`config.mk`:
```
export PLATFORM = sky130hd
export DESIGN_NAME = adder_share_arbiter
export DESIGN_NICKNAME = d
export VERILOG_FILES = /design/src/rtl/adder_share_arbiter.sv
export SDC_FILE = /design/constraint.sdc
export NUM_CORES = 1
export LEC_CHECK = 0
export BUFFER_PORTS_ARGS = -buffer_cell sky130_fd_sc_hd__buf_2
export CAP_MARGIN = 10
export CORE_ASPECT_RATIO = 0.9
export CORE_UTILIZATION = 40
export CTS_BUF_LIST = sky130_fd_sc_hd__clkbuf_8 sky130_fd_sc_hd__clkbuf_16
export DETAILED_ROUTE_END_ITERATION = 10
export PLACE_DENSITY_LB_ADDON = 0.1
export SLEW_MARGIN = 20
export SYNTH_ARGS = -nofsm -noshare
export SYNTH_HDL_FRONTEND = slang
export SYNTH_SLANG_ARGS = --single-unit
```
`constraint.sdc`:
```
create_clock -name clk -period 2.5 [get_ports clk]
set_input_delay 0.25 -clock clk [delete_from_list [all_inputs] [get_ports clk]]
set_output_delay 0.25 -clock clk [all_outputs]
set_load 0.005 [all_outputs]
```
`src/rtl/adder_share_arbiter.sv`:
```
// Round-robin arbiter that shares one W-bit adder among NREQ requesters.
// One operation is in flight at a time, and the result is held until the consumer takes it.
module adder_share_arbiter #(
  parameter int W       = 4,
  parameter int NREQ    = 4,
  parameter int ADD_LAT = 1
) (
  input  logic                    clk,
  input  logic                    rst_n,
  input  logic [NREQ-1:0]         req_valid,
  input  logic [NREQ*W-1:0]       req_a,
  input  logic [NREQ*W-1:0]       req_b,
  output logic [NREQ-1:0]         req_ready,
  output logic                    res_valid,
  output logic [W:0]              res_sum,
  output logic [$clog2(NREQ)-1:0] res_id,
  input  logic                    res_ready,
  output logic                    busy
);
  localparam int IDW = $clog2(NREQ);
  localparam int CW  = $clog2(ADD_LAT + 1);

  typedef enum logic [1:0] {
    IDLE    = 2'd0,
    COMPUTE = 2'd1,
    HOLD    = 2'd2
  } state_t;

  state_t         state_r, state_nxt_s;
  logic [IDW-1:0] ptr_r, ptr_nxt_s, win_s, id_r, res_id_r;
  logic [IDW:0]   pick_s;
  logic           found_s, accept_s, res_valid_r, busy_r;
  logic [W-1:0]   a_r, b_r, win_a_s, win_b_s;
  logic [CW-1:0]  cnt_r;
  logic [W:0]     res_sum_r;

  // The MSB flags a hit; the low bits hold the winning index, scanned upward from p with wrap.
  function automatic logic [IDW:0] rr_pick(input logic [NREQ-1:0] v, input logic [IDW-1:0] p);
    logic [IDW:0] r;
    int           j;
    r = '0;
    for (int i = 0; i < NREQ; i++) begin
      j = (int'(p) + i) % NREQ;
      if (!r[IDW] && v[j[IDW-1:0]]) begin
        r = {1'b1, j[IDW-1:0]};
      end else begin
        r = r;
      end
    end
    return r;
  endfunction

  assign pick_s    = rr_pick(req_valid, ptr_r);
  assign found_s   = pick_s[IDW];
  assign win_s     = pick_s[IDW-1:0];
  assign ptr_nxt_s = (win_s == IDW'(NREQ - 1)) ? '0 : win_s + IDW'(1);

  // Operand mux for the current arbitration winner
  always_comb begin
    win_a_s = '0;
    win_b_s = '0;
    for (int i = 0; i < NREQ; i++) begin
      win_a_s = (win_s == IDW'(i)) ? req_a[i*W +: W] : win_a_s;
      win_b_s = (win_s == IDW'(i)) ? req_b[i*W +: W] : win_b_s;
    end
  end

  // Next-state and grant decode
  always_comb begin
    state_nxt_s = state_r;
    req_ready   = '0;
    accept_s    = 1'b0;
    case (state_r)
      IDLE: begin
        if (rst_n && found_s) begin
          req_ready   = {{(NREQ-1){1'b0}}, 1'b1} << win_s;
          accept_s    = 1'b1;
          state_nxt_s = COMPUTE;
        end else begin
          state_nxt_s = IDLE;
        end
      end
      COMPUTE: begin
        if (cnt_r == '0) begin
          state_nxt_s = HOLD;
        end else begin
          state_nxt_s = COMPUTE;
        end
      end
      HOLD: begin
        if (res_valid_r && res_ready) begin
          state_nxt_s = IDLE;
        end else begin
          state_nxt_s = HOLD;
        end
      end
      default: state_nxt_s = IDLE;
    endcase
  end

  // State register
  always_ff @(posedge clk) begin
    if (!rst_n) begin
      state_r <= IDLE;
    end else begin
      state_r <= state_nxt_s;
    end
  end

  // Operand capture, settle counter, result register and pointer
  always_ff @(posedge clk) begin
    if (!rst_n) begin
      ptr_r       <= '0;
      a_r         <= '0;
      b_r         <= '0;
      id_r        <= '0;
      cnt_r       <= '0;
      res_valid_r <= 1'b0;
      res_sum_r   <= '0;
      res_id_r    <= '0;
      busy_r      <= 1'b0;
    end else begin
      busy_r <= (state_nxt_s != IDLE);
      if (accept_s) begin
        a_r   <= win_a_s;
        b_r   <= win_b_s;
        id_r  <= win_s;
        cnt_r <= CW'(ADD_LAT - 1);
        ptr_r <= ptr_nxt_s;
      end else begin
        ptr_r <= ptr_r;
      end
      if (state_r == COMPUTE) begin
        if (cnt_r == '0) begin
          res_sum_r   <= {1'b0, a_r} + {1'b0, b_r};
          res_id_r    <= id_r;
          res_valid_r <= 1'b1;
        end else begin
          cnt_r <= cnt_r - CW'(1);
        end
      end else if (state_r == HOLD && res_ready) begin
        res_valid_r <= 1'b0;
      end else begin
        res_valid_r <= res_valid_r;
      end
    end
  end

  assign res_valid = res_valid_r;
  assign res_sum   = res_sum_r;
  assign res_id    = res_id_r;
  assign busy      = busy_r;
endmodule

```
==> results of run 1 <==
[metrics by stage]
step | setup WS, ns | cells | utilization
after detailed placement | 0.07328 | 272 | 0.5096
final | 0.2133 | 276 | 0.5298
after global routing | 0.05262 | 276 | 0.5298
after CTS | 0.01695 | 276 | 0.5272
after floorplan | 0.2276 | 186 | -
after global placement | 0.1649 | 272 | 0.5096
[how the worst max path moves through the flow]
stage                          startpoint             endpoint  slack, ns  cells past startpoint
finish              ptr_r[0]$_SDFFE_PN0P_         req_ready[3]       0.21                      7
global route        ptr_r[0]$_SDFFE_PN0P_         req_ready[1]       0.05                      7
CTS                 ptr_r[0]$_SDFFE_PN0P_         req_ready[2]       0.02                      7
detailed placement           req_valid[2]  a_r[1]$_SDFFE_PN0P_       0.07                     10
global placement             req_valid[2]  a_r[1]$_SDFFE_PN0P_       0.16                     10
floorplan           ptr_r[0]$_SDFFE_PN0P_  a_r[2]$_SDFFE_PN0P_       0.23                      9
[cells in the final DEF, fill, tap and decap left out, drive strengths merged, types with 2 or more instances in the layout]
| cell | n |
|---|---|
| buf | 56 |
| a21oi | 32 |
| dfxtp | 24 |
| nand2 | 23 |
| inv | 16 |
| o21ai | 13 |
| nor2 | 10 |
| a221oi | 8 |
| ha | 8 |
| a21boi | 5 |
| and2 | 4 |
| clkbuf | 4 |
| nand2b | 3 |
| nor2b | 3 |
| nor4 | 3 |
| nand3 | 3 |
| o21a | 2 |
| or2 | 2 |
[synthesized netlist by cell type]
cell	count
dfxtp_1	24
buf_1	1
nor2_1	10
o211a_1	1
xnor2_1	1
nor2b_1	3
a221oi_2	5
inv_1	16
nor3_1	1
nor4_2	2
nand3_1	3
or2_2	2
o211ai_1	1
or4b_1	1
a21o_1	1
and3_1	1
nand3b_1	1
nor4b_1	1
ha_1	8
buf_6	1
a31o_1	1
o21a_1	2
buf_2	2
nand2_1	23
clkbuf_1	10
fa_1	1
nand2b_1	3
a21oi_1	32
nand4_1	1
o32ai_1	1
and2_1	4
nor4_1	1
o21ai_0	13
a21boi_0	5
a221oi_1	3
[per-layer routing]
layer / vias up / GRT usage
li1: 734 / -
met1: 618 / 0.2497
met2: 46 / 0.2828
met3: 7 / 0.02115
met4: 0 / 0.08385
met5: - / 0
[power groups by stage]
stage,Clock (mW),Combinational [mW],Sequential [mW]
5_1_grt,0.284,0.687,0.527
6_report,0.261,0.605,0.515
3_5_place_dp,0,0.592,0.523
3_3_place_gp,0,0.582,0.520
2_1_floorplan,0,0.428,0.513
4_1_cts,0.267,0.603,0.515
[registers in the layout, indices dropped and copies added, names as in the netlist]
signal / cells
busy: 1
state_r: 2
a_r: 4
res_sum: 5
res_id: 2
cnt_r: 1
res_valid: 1
b_r: 4
ptr_r: 2
id_r: 2
[area by class of cell]
type | count | area [um2] | share of cell area
sequential | 24 | 480.5 | 0.2665
timing repair buffer | 56 | 292.8 | 0.1624
inverter | 16 | 60.06 | 0.03331
tap | 44 | 55.05 | 0.03053
clock buffer | 4 | 55.05 | 0.03053
multi-input combinational | 132 | 859.6 | 0.4768
[logic make-up (layout without fill, tap and decap cells)]
kind of cell	Yosys count	in the layout	share of synthesized area
compound gates	65	65	0.2923
xor+xnor	1	1	0.006072
fa+ha+maj	9	9	0.08326
buf+inv	30	76	0.08500
flops	24	24	0.3330
simple gates	57	57	0.2003
[worst max-delay path: stages (launching register included)]
cell and delay, ns:
dfxtp_1 0.38, nor2b_1 0.08, o21a_1 0.22, nor4_2 0.31, buf_4 0.18, ha_2 0.32
and2_1 0.17, buf_2 0.11
[what timing repair did]
item / CTS / global route
setup endpoints to repair: 2 / 11
gates resized for setup: 2 / 2
hold buffers: 0 / 0
==> flow_metrics.env, run 1 <==
export IMPL_fmax_mhz=437.3
export IMPL_place_hpwl_um=2541
export IMPL_ys_seq_area_frac=0.3330
export IMPL_ys_ff_latch=24
export IMPL_die_y_um=58.98
export IMPL_status="complete, no violations"
export IMPL_synthToLayoutAreaGrowth_pct=24.98
export IMPL_start_util=0.4239
export IMPL_period_minus_slack_ns=2.287
export IMPL_slew_violations=0
export IMPL_worst_setup_path_end_kind="output port"
export IMPL_timing_hold_worst_start="req_a[14]"
export IMPL_cp_max_fo=14
export IMPL_drt_wl_total_um=3266
export IMPL_worst_slew_pin_slew_ns=0.5740
export IMPL_cts_tree="yes"
export IMPL_crit_path_start_kind="flop"
export IMPL_critical_path_class="flop to output port"
export IMPL_yosys_warnings=0
export IMPL_drtIter0Drc=46
export IMPL_drt_first_pass_iters=4
export IMPL_fin_hold_ws_ns=0.2304
export IMPL_wl_met1_um=1620
export IMPL_avgSynthCellArea_um2=7.756
export IMPL_routedWlPerCell_um=11.83
export IMPL_num_antenna_cells=0
export IMPL_antenna_found_initial=0
export IMPL_tns_ns=0
export IMPL_cts_setup_buffers=0
export IMPL_syn_num_nets=234
export IMPL_regToRegSetupSlack_ns=0.37
export IMPL_clkPwrFrac=0.189
export IMPL_crit_required_ns=2.25
export IMPL_min_path_cells=3
export IMPL_pwr_share_comb=0.438
export IMPL_maxSlewHeadroom=0.6174
export IMPL_switching_share=0.3686
export IMPL_cts_buffers=3
export IMPL_grt_pass1_vias=1248
export IMPL_highest_signal_layer="met4"
export IMPL_p_sw_mw=0.5091
export IMPL_drcViolationCount=0
export IMPL_postSynthCellCount=186
export IMPL_p_leak_nw=0.8423
export IMPL_place_congestion=0.7647
export IMPL_setup_viol=0
export IMPL_die_area_um2=3851
export IMPL_grt_pass1_wl_um=5409
export IMPL_synth_top_area_share=0.3330
export IMPL_coreArea_um2=3403
export IMPL_synth_area_leader_cell="dfxtp_1"
export IMPL_ant_nets=0
export IMPL_cp_arrival_ns=2.04
export IMPL_finalPower_mw=1.381
export IMPL_ctsRootBufferMaster="clkbuf_8"
export IMPL_final_cell_area_um2=1803
export IMPL_yosysUniqueCellTypes=35
export IMPL_cts_sinks=24
export IMPL_clk_path_buf_depth=2
export IMPL_cap_viol_max_count=0
export IMPL_drive_above_1_share=0.3190
export IMPL_p_int_mw=0.8722
export IMPL_vias=1405
export IMPL_rows=20
export IMPL_reg2regPathDepth=9
export IMPL_synthTopCellsByArea="dfxtp_1, a21oi_1, ha_1"
export IMPL_finalCritPeriodShare=0.9147
export IMPL_synth_area_um2=1443
export IMPL_ir_drop_uv=345.3
export IMPL_route_met2_wl_um=1393
export IMPL_fin_nets=281
export IMPL_clk_latency_ns=0.26
export IMPL_overflow=0
export IMPL_r2r_end="b_r[1]$_SDFFE_PN0P_"
export IMPL_dr_wl_met3_um=183
export IMPL_io_buffer_count=51
export IMPL_viasPerCell=5.091
export IMPL_rsz0062_at_grt="no"
export IMPL_clk_pin_slew_ns=0.08
export IMPL_fin_worst_skew_ns=0.001788
export IMPL_hold_class="input pin to flop"
export IMPL_num_io_pins=52
export IMPL_die_width_um=65.31
export IMPL_seqPwrFrac=0.373
export IMPL_cts_max_level=1
export IMPL_p_per_area_nw_per_um2=766.2
export IMPL_grt_util_all_layers=0.1809
export IMPL_n_fill_cell=347
export IMPL_post_dp_cell_area_um2=1734
export IMPL_hold_violations=0
export IMPL_regToRegStartpoint="ptr_r[0]$_SDFFE_PN0P_"
export IMPL_grt_max_degree=28
export IMPL_holdPathEnd="a_r[2]$_SDFFE_PN0P_"
No activity file was read; power rests on OpenSTA's default activity.
==> inputs of run 2 (changes only) <==
--- a/config.mk
+++ b/config.mk
@@ -7,12 +7,12 @@
 export LEC_CHECK = 0
 export BUFFER_PORTS_ARGS = -buffer_cell sky130_fd_sc_hd__buf_2
 export CAP_MARGIN = 10
-export CORE_ASPECT_RATIO = 0.9
+export CORE_ASPECT_RATIO = 1.25
 export CORE_UTILIZATION = 40
 export CTS_BUF_LIST = sky130_fd_sc_hd__clkbuf_8 sky130_fd_sc_hd__clkbuf_16
 export DETAILED_ROUTE_END_ITERATION = 10
 export PLACE_DENSITY_LB_ADDON = 0.1
-export SLEW_MARGIN = 20
+export SLEW_MARGIN = 25
 export SYNTH_ARGS = -nofsm -noshare
 export SYNTH_HDL_FRONTEND = slang
 export SYNTH_SLANG_ARGS = --single-unit
==> run 2 against run 1 <==
Non-clock buffer count is the same. Via count grew 2.2%. Critical path depth stayed put. Clock skew is 0.0039 ns higher. Sequential share of layout area is 0.30 points higher. Register-to-register slack hardly changed. Design area is 1.1% lower. Critical path type unchanged. Setup slack better by 0.032 ns. Total power fell by 3.3%. Global-route usage shrank 0.091 points. First-iteration DRC count decreased by 13%. Largest power group unchanged.
==> flow_metrics.env, run 2 (same netlist as run 1, synthesis figures left out) <==
export IMPL_setup_slack_ns=0.2450
export IMPL_viasPerCell=5.319
export IMPL_status="complete, no violations"
export IMPL_setup_viol=0
export IMPL_cts_resized=0
export IMPL_cp_max_fo=14
export IMPL_placedCellCount=267
export IMPL_num_antenna_cells=0
export IMPL_routedWlPerCell_um=11.90
export IMPL_cts_hold_buf=0
export IMPL_crit_slowest_cell="dfxtp_1"
export IMPL_grt_max_degree=28
export IMPL_fin_worst_skew_ns=0.005683
export IMPL_drcViolationCount=0
export IMPL_num_io_pins=52
export IMPL_tns_ns=0
export IMPL_io_buffer_count=51
export IMPL_maxSlewHeadroom=0.6053
export IMPL_overflow=0
export IMPL_grt_util_all_layers=0.1800
export IMPL_synthToLayoutAreaGrowth_pct=23.59
export IMPL_hold_class="input pin to flop"
export IMPL_slew_violations=0
export IMPL_cts_setup_buffers=0
export IMPL_dp_slack_ns=0.1109
export IMPL_antenna_found_initial=0
export IMPL_die_y_um=69.15
export IMPL_worst_slew_pin_slew_ns=0.5920
export IMPL_cap_viol_max_count=0
export IMPL_grt_pass1_vias=1390
export IMPL_critical_path_class="flop to output port"
export IMPL_p_leak_nw=0.8351
export IMPL_cp_cell_sequence="nor2b_1 -> o21a_1 -> nor4_2 -> buf_4 -> ha_2 -> and2_1 -> buf_2"
export IMPL_clk_path_buf_depth=2
export IMPL_start_util=0.4178
export IMPL_period_minus_slack_ns=2.255
export IMPL_die_width_um=55.72
export IMPL_finalPower_mw=1.336
export IMPL_grt_pass1_wl_um=5782
export IMPL_vias=1436
export IMPL_cts_buffers=3
export IMPL_p_per_area_nw_per_um2=749.3
export IMPL_instances_no_fill=270
export IMPL_final_cell_mix="buf_2, a21oi_1, dfxtp_1"
export IMPL_die_area_um2=3852
export IMPL_clk_latency_ns=0.26
export IMPL_hold_violations=0
export IMPL_drt_first_pass_iters=4
export IMPL_final_common_cell="buf_2"
export IMPL_ir_drop_uv=400.0
export IMPL_crit_family="simple AND/OR/NAND/NOR gates"
export IMPL_drtIter0Drc=40
export IMPL_cp_arrival_ns=2.00
export IMPL_cts_max_level=1
export IMPL_place_congestion=0.7642
export IMPL_n_fill_cell=339
export IMPL_largest_reg_flops=5
export IMPL_ctsRootBufferMaster="clkbuf_8"
export IMPL_cts_tree="yes"
export IMPL_rows=24
export IMPL_crit_required_ns=2.25
export IMPL_drive_above_1_share=0.3160
export IMPL_drt_wl_total_um=3212
export IMPL_rsz0062_at_grt="no"
export IMPL_crit_buf_inv=2
export IMPL_clk_pin_slew_ns=0.08
export IMPL_crit_path_start_kind="flop"
export IMPL_finalCritPeriodShare=0.9020
export IMPL_coreArea_um2=3453
export IMPL_fmax_mhz=443.5
export IMPL_ant_nets=0
export IMPL_worst_setup_path_end_kind="output port"
export IMPL_cts_sinks=24
export IMPL_fin_nets=281
export IMPL_slowest_delay_ns=0.37
export IMPL_final_core_util=0.5163
export IMPL_place_hpwl_um=2520
[run 2: cell types whose count changed in the layout (fill, tap and decap cells not counted)]
cell      change
clkbuf_8      -1
[run 2: final cells by class]
class                      count  area (um2)  area share
multi-input combinational    132       859.6      0.4821
sequential                    24       480.5      0.2695
timing repair buffer          56       292.8      0.1642
inverter                      16       60.06     0.03368
tap                           39       48.80     0.02737
clock buffer                   3       41.29     0.02316
[run 2: worst register-to-register path: stages (launching register included)]
cell,delay (ns)
dfxtp_1,0.37
nor2b_1,0.08
o21a_1,0.22
nor4_2,0.30
inv_1,0.11
ha_2,0.30
a21oi_1,0.15
o21ai_0,0.11
a221oi_1,0.28
a21oi_1,0.06
[run 2: report_power, final]
group	total [mW]	switching, mW	internal, mW
combinational	0.602	0.332	0.270
sequential	0.514	0.0517	0.462
clock	0.221	0.113	0.108
total	1.34	0.497	0.839
[run 2: per-stage QoR]
step | hold slack, ns | cell area (um2)
final | 0.2287 | 1783
after global routing | 0.2377 | 1783
after CTS | 0.2257 | 1769
after detailed placement | 0.4288 | 1728
after global placement | 0.4244 | 1728
after floorplan | 0.3831 | 1443
[run 2: path summary, 6_finish.rpt]
| check | cells past startpoint | slack [ns] | endpoint | from |
|---|---|---|---|---|
| worst max-delay path | 7 | 0.25 | req_ready[3] | ptr_r[0]$_SDFFE_PN0P_ |
| worst min-delay path | 3 | 0.23 | a_r[2]$_SDFFE_PN0P_ | req_a[14] |
| worst max register to register | 9 | 0.38 | b_r[1]$_SDFFE_PN0P_ | ptr_r[0]$_SDFFE_PN0P_ |
| worst min register to register | 2 | 0.44 | cnt_r$_SDFF_PN0_ | cnt_r$_SDFF_PN0_ |
[run 2: layer usage]
metal	vias to the layer above	GRT usage	wire length (um)
met5	-	0	0
met4	0	0.08611	54
met3	8	0.02627	159
met2	56	0.3079	1575
met1	637	0.2182	1422
li1	735	-	-
==> inputs of run 3 (changes only) <==
==> constraint.sdc (replaced) <==
create_clock -name clk -period 2.7 [get_ports clk]
set_input_delay 0.27 -clock clk [delete_from_list [all_inputs] [get_ports clk]]
set_output_delay 0.27 -clock clk [all_outputs]
set_load 0.005 [all_outputs]
==> run 3 against run 2 <==
Setup slack got worse by 0.017 ns. Hold slack improved by 0.021 ns. Global-route usage increased by 0.21 points. Clock-buffer cell count increased by 1. Design area decreased by 1.2%. Critical endpoint is now req_ready[2]. Highest routed layer unchanged.
==> flow_metrics.env, run 3 (same netlist as run 1, synthesis figures left out) <==
export IMPL_drcViolationCount=0
export IMPL_synthToLayoutAreaGrowth_pct=22.12
export IMPL_met3_usage=0.02814
export IMPL_status="complete, no violations"
export IMPL_cts_sinks=24
export IMPL_cts_tree="yes"
export IMPL_grt_max_degree=28
export IMPL_grt_pass1_vias=1351
export IMPL_final_cell_area_um2=1762
export IMPL_cp_cell_sequence="nor2b_1 -> o21a_1 -> nor4_2 -> inv_1 -> ha_1 -> and2_1 -> buf_2"
export IMPL_vias=1411
export IMPL_cts_buffers=3
export IMPL_final_cell_mix="buf_2, a21oi_1, dfxtp_1"
export IMPL_drt_first_pass_iters=4
export IMPL_routedWlPerCell_um=12.43
export IMPL_final_common_cell="buf_2"
export IMPL_die_width_um=55.72
export IMPL_busiest_layer="met2"
export IMPL_drive_above_1_share=0.2982
export IMPL_drt_wl_total_um=3318
export IMPL_place_hpwl_um=2514
export IMPL_period_minus_slack_ns=2.472
export IMPL_critical_path_class="flop to output port"
export IMPL_clk_path_buf_depth=2
export IMPL_viasPerCell=5.285
export IMPL_cts_setup_buffers=0
export IMPL_crit_buf_inv=2
export IMPL_maxSlewHeadroom=0.6274
export IMPL_num_io_pins=52
export IMPL_fin_nets=277
export IMPL_cp_arrival_ns=2.20
export IMPL_grt_pass1_wl_um=5747
export IMPL_grt_util_all_layers=0.1821
export IMPL_slowest_delay_ns=0.41
export IMPL_crit_slowest_cell="ha_1"
export IMPL_hold_violations=0
export IMPL_drtIter0Drc=35
export IMPL_die_area_um2=3852
export IMPL_p_leak_nw=0.8253
export IMPL_cap_viol_max_count=0
export IMPL_cts_max_level=1
export IMPL_crit_path_start_kind="flop"
export IMPL_post_dp_cell_area_um2=1698
export IMPL_p_per_area_nw_per_um2=709.6
export IMPL_largest_reg_flops=5
export IMPL_num_antenna_cells=0
export IMPL_tns_ns=0
export IMPL_io_buffer_count=51
export IMPL_crit_required_ns=2.43
export IMPL_coreArea_um2=3453
export IMPL_antenna_found_initial=0
export IMPL_finalCritPeriodShare=0.9157
export IMPL_ir_drop_uv=390.8
export IMPL_crit_family="simple AND/OR/NAND/NOR gates"
export IMPL_ctsRootBufferMaster="clkbuf_8"
export IMPL_die_y_um=69.15
export IMPL_worst_setup_path_end_kind="output port"
export IMPL_slew_violations=0
export IMPL_ant_nets=0
export IMPL_fmax_mhz=404.5
export IMPL_worst_slew_pin_slew_ns=0.5589
export IMPL_place_congestion=0.7641
export IMPL_fin_worst_skew_ns=0.001068
export IMPL_hold_class="input pin to flop"
export IMPL_setup_viol=0
export IMPL_use_met1=0.2297
export IMPL_fin_hold_ws_ns=0.2499
export IMPL_clk_latency_ns=0.26
export IMPL_rows=24
export IMPL_start_util=0.4178
export IMPL_rsz0062_at_grt="no"
export IMPL_gr_usage_met2=0.3079
export IMPL_clk_pin_slew_ns=0.08
export IMPL_cp_max_fo=17
export IMPL_overflow=0
run 3: cell types whose count changed in the layout (fill, tap and decap cells not counted), sizes merged:
cell    delta
clkbuf     +1
buf        -4
run 3: cell type report:
cell class	instances	area (um2)
multi-input combinational	132	854.6
inverter	16	60.06
fill	350	1692
timing repair buffer	52	262.8
sequential	24	480.5
tap	39	48.80
clock buffer	4	55.05
run 3: worst register-to-register path: stages, from the launching register on:
cell	delay [ns]
dfxtp_1	0.38
nor2b_1	0.08
o21a_1	0.22
nor4_2	0.39
inv_1	0.12
ha_1	0.41
a21oi_1	0.19
o21ai_0	0.10
a221oi_1	0.31
a21oi_1	0.06
run 3: stage by stage:
step                      total power [mW]  std cells    util  setup WS [ns]
after global placement              0.9949        263  0.4917         0.2404
after floorplan                     0.8719        186       -         0.4203
final                                1.250        267  0.5101         0.2276
after detailed placement             1.011        263  0.4917         0.1412
after CTS                            1.262        267  0.5083        0.08902
after global routing                 1.368        267  0.5101        0.02330
run 3: final timing paths:
kind | depth (start not counted) | from | endpoint | slack [ns]
worst max-delay path | 7 | ptr_r[0]$_SDFFE_PN0P_ | req_ready[2] | 0.23
worst min-delay path | 3 | req_a[15] | a_r[3]$_SDFFE_PN0P_ | 0.25
worst max register to register | 9 | ptr_r[0]$_SDFFE_PN0P_ | b_r[1]$_SDFFE_PN0P_ | 0.31
worst min register to register | 2 | cnt_r$_SDFF_PN0_ | cnt_r$_SDFF_PN0_ | 0.44
run 3: where the power goes:
part           switching, mW  internal (mW)
clock network          0.112          0.130
logic                  0.302          0.230
registers             0.0487          0.428
total                  0.463          0.787
run 3: metal layers:
layer	wire [um]	part of all wire
met5	0	0
met4	29	0.0087
met3	173	0.052
met2	1663	0.50
met1	1452	0.44
run 3: what timing repair did:
| action | 4_1_cts | 5_1_grt |
|---|---|---|
| hold buffers | 0 | 0 |
| setup endpoints to repair | 1 | 10 |
| pin swaps | 0 | 0 |
| gates resized for setup | 1 | 1 |
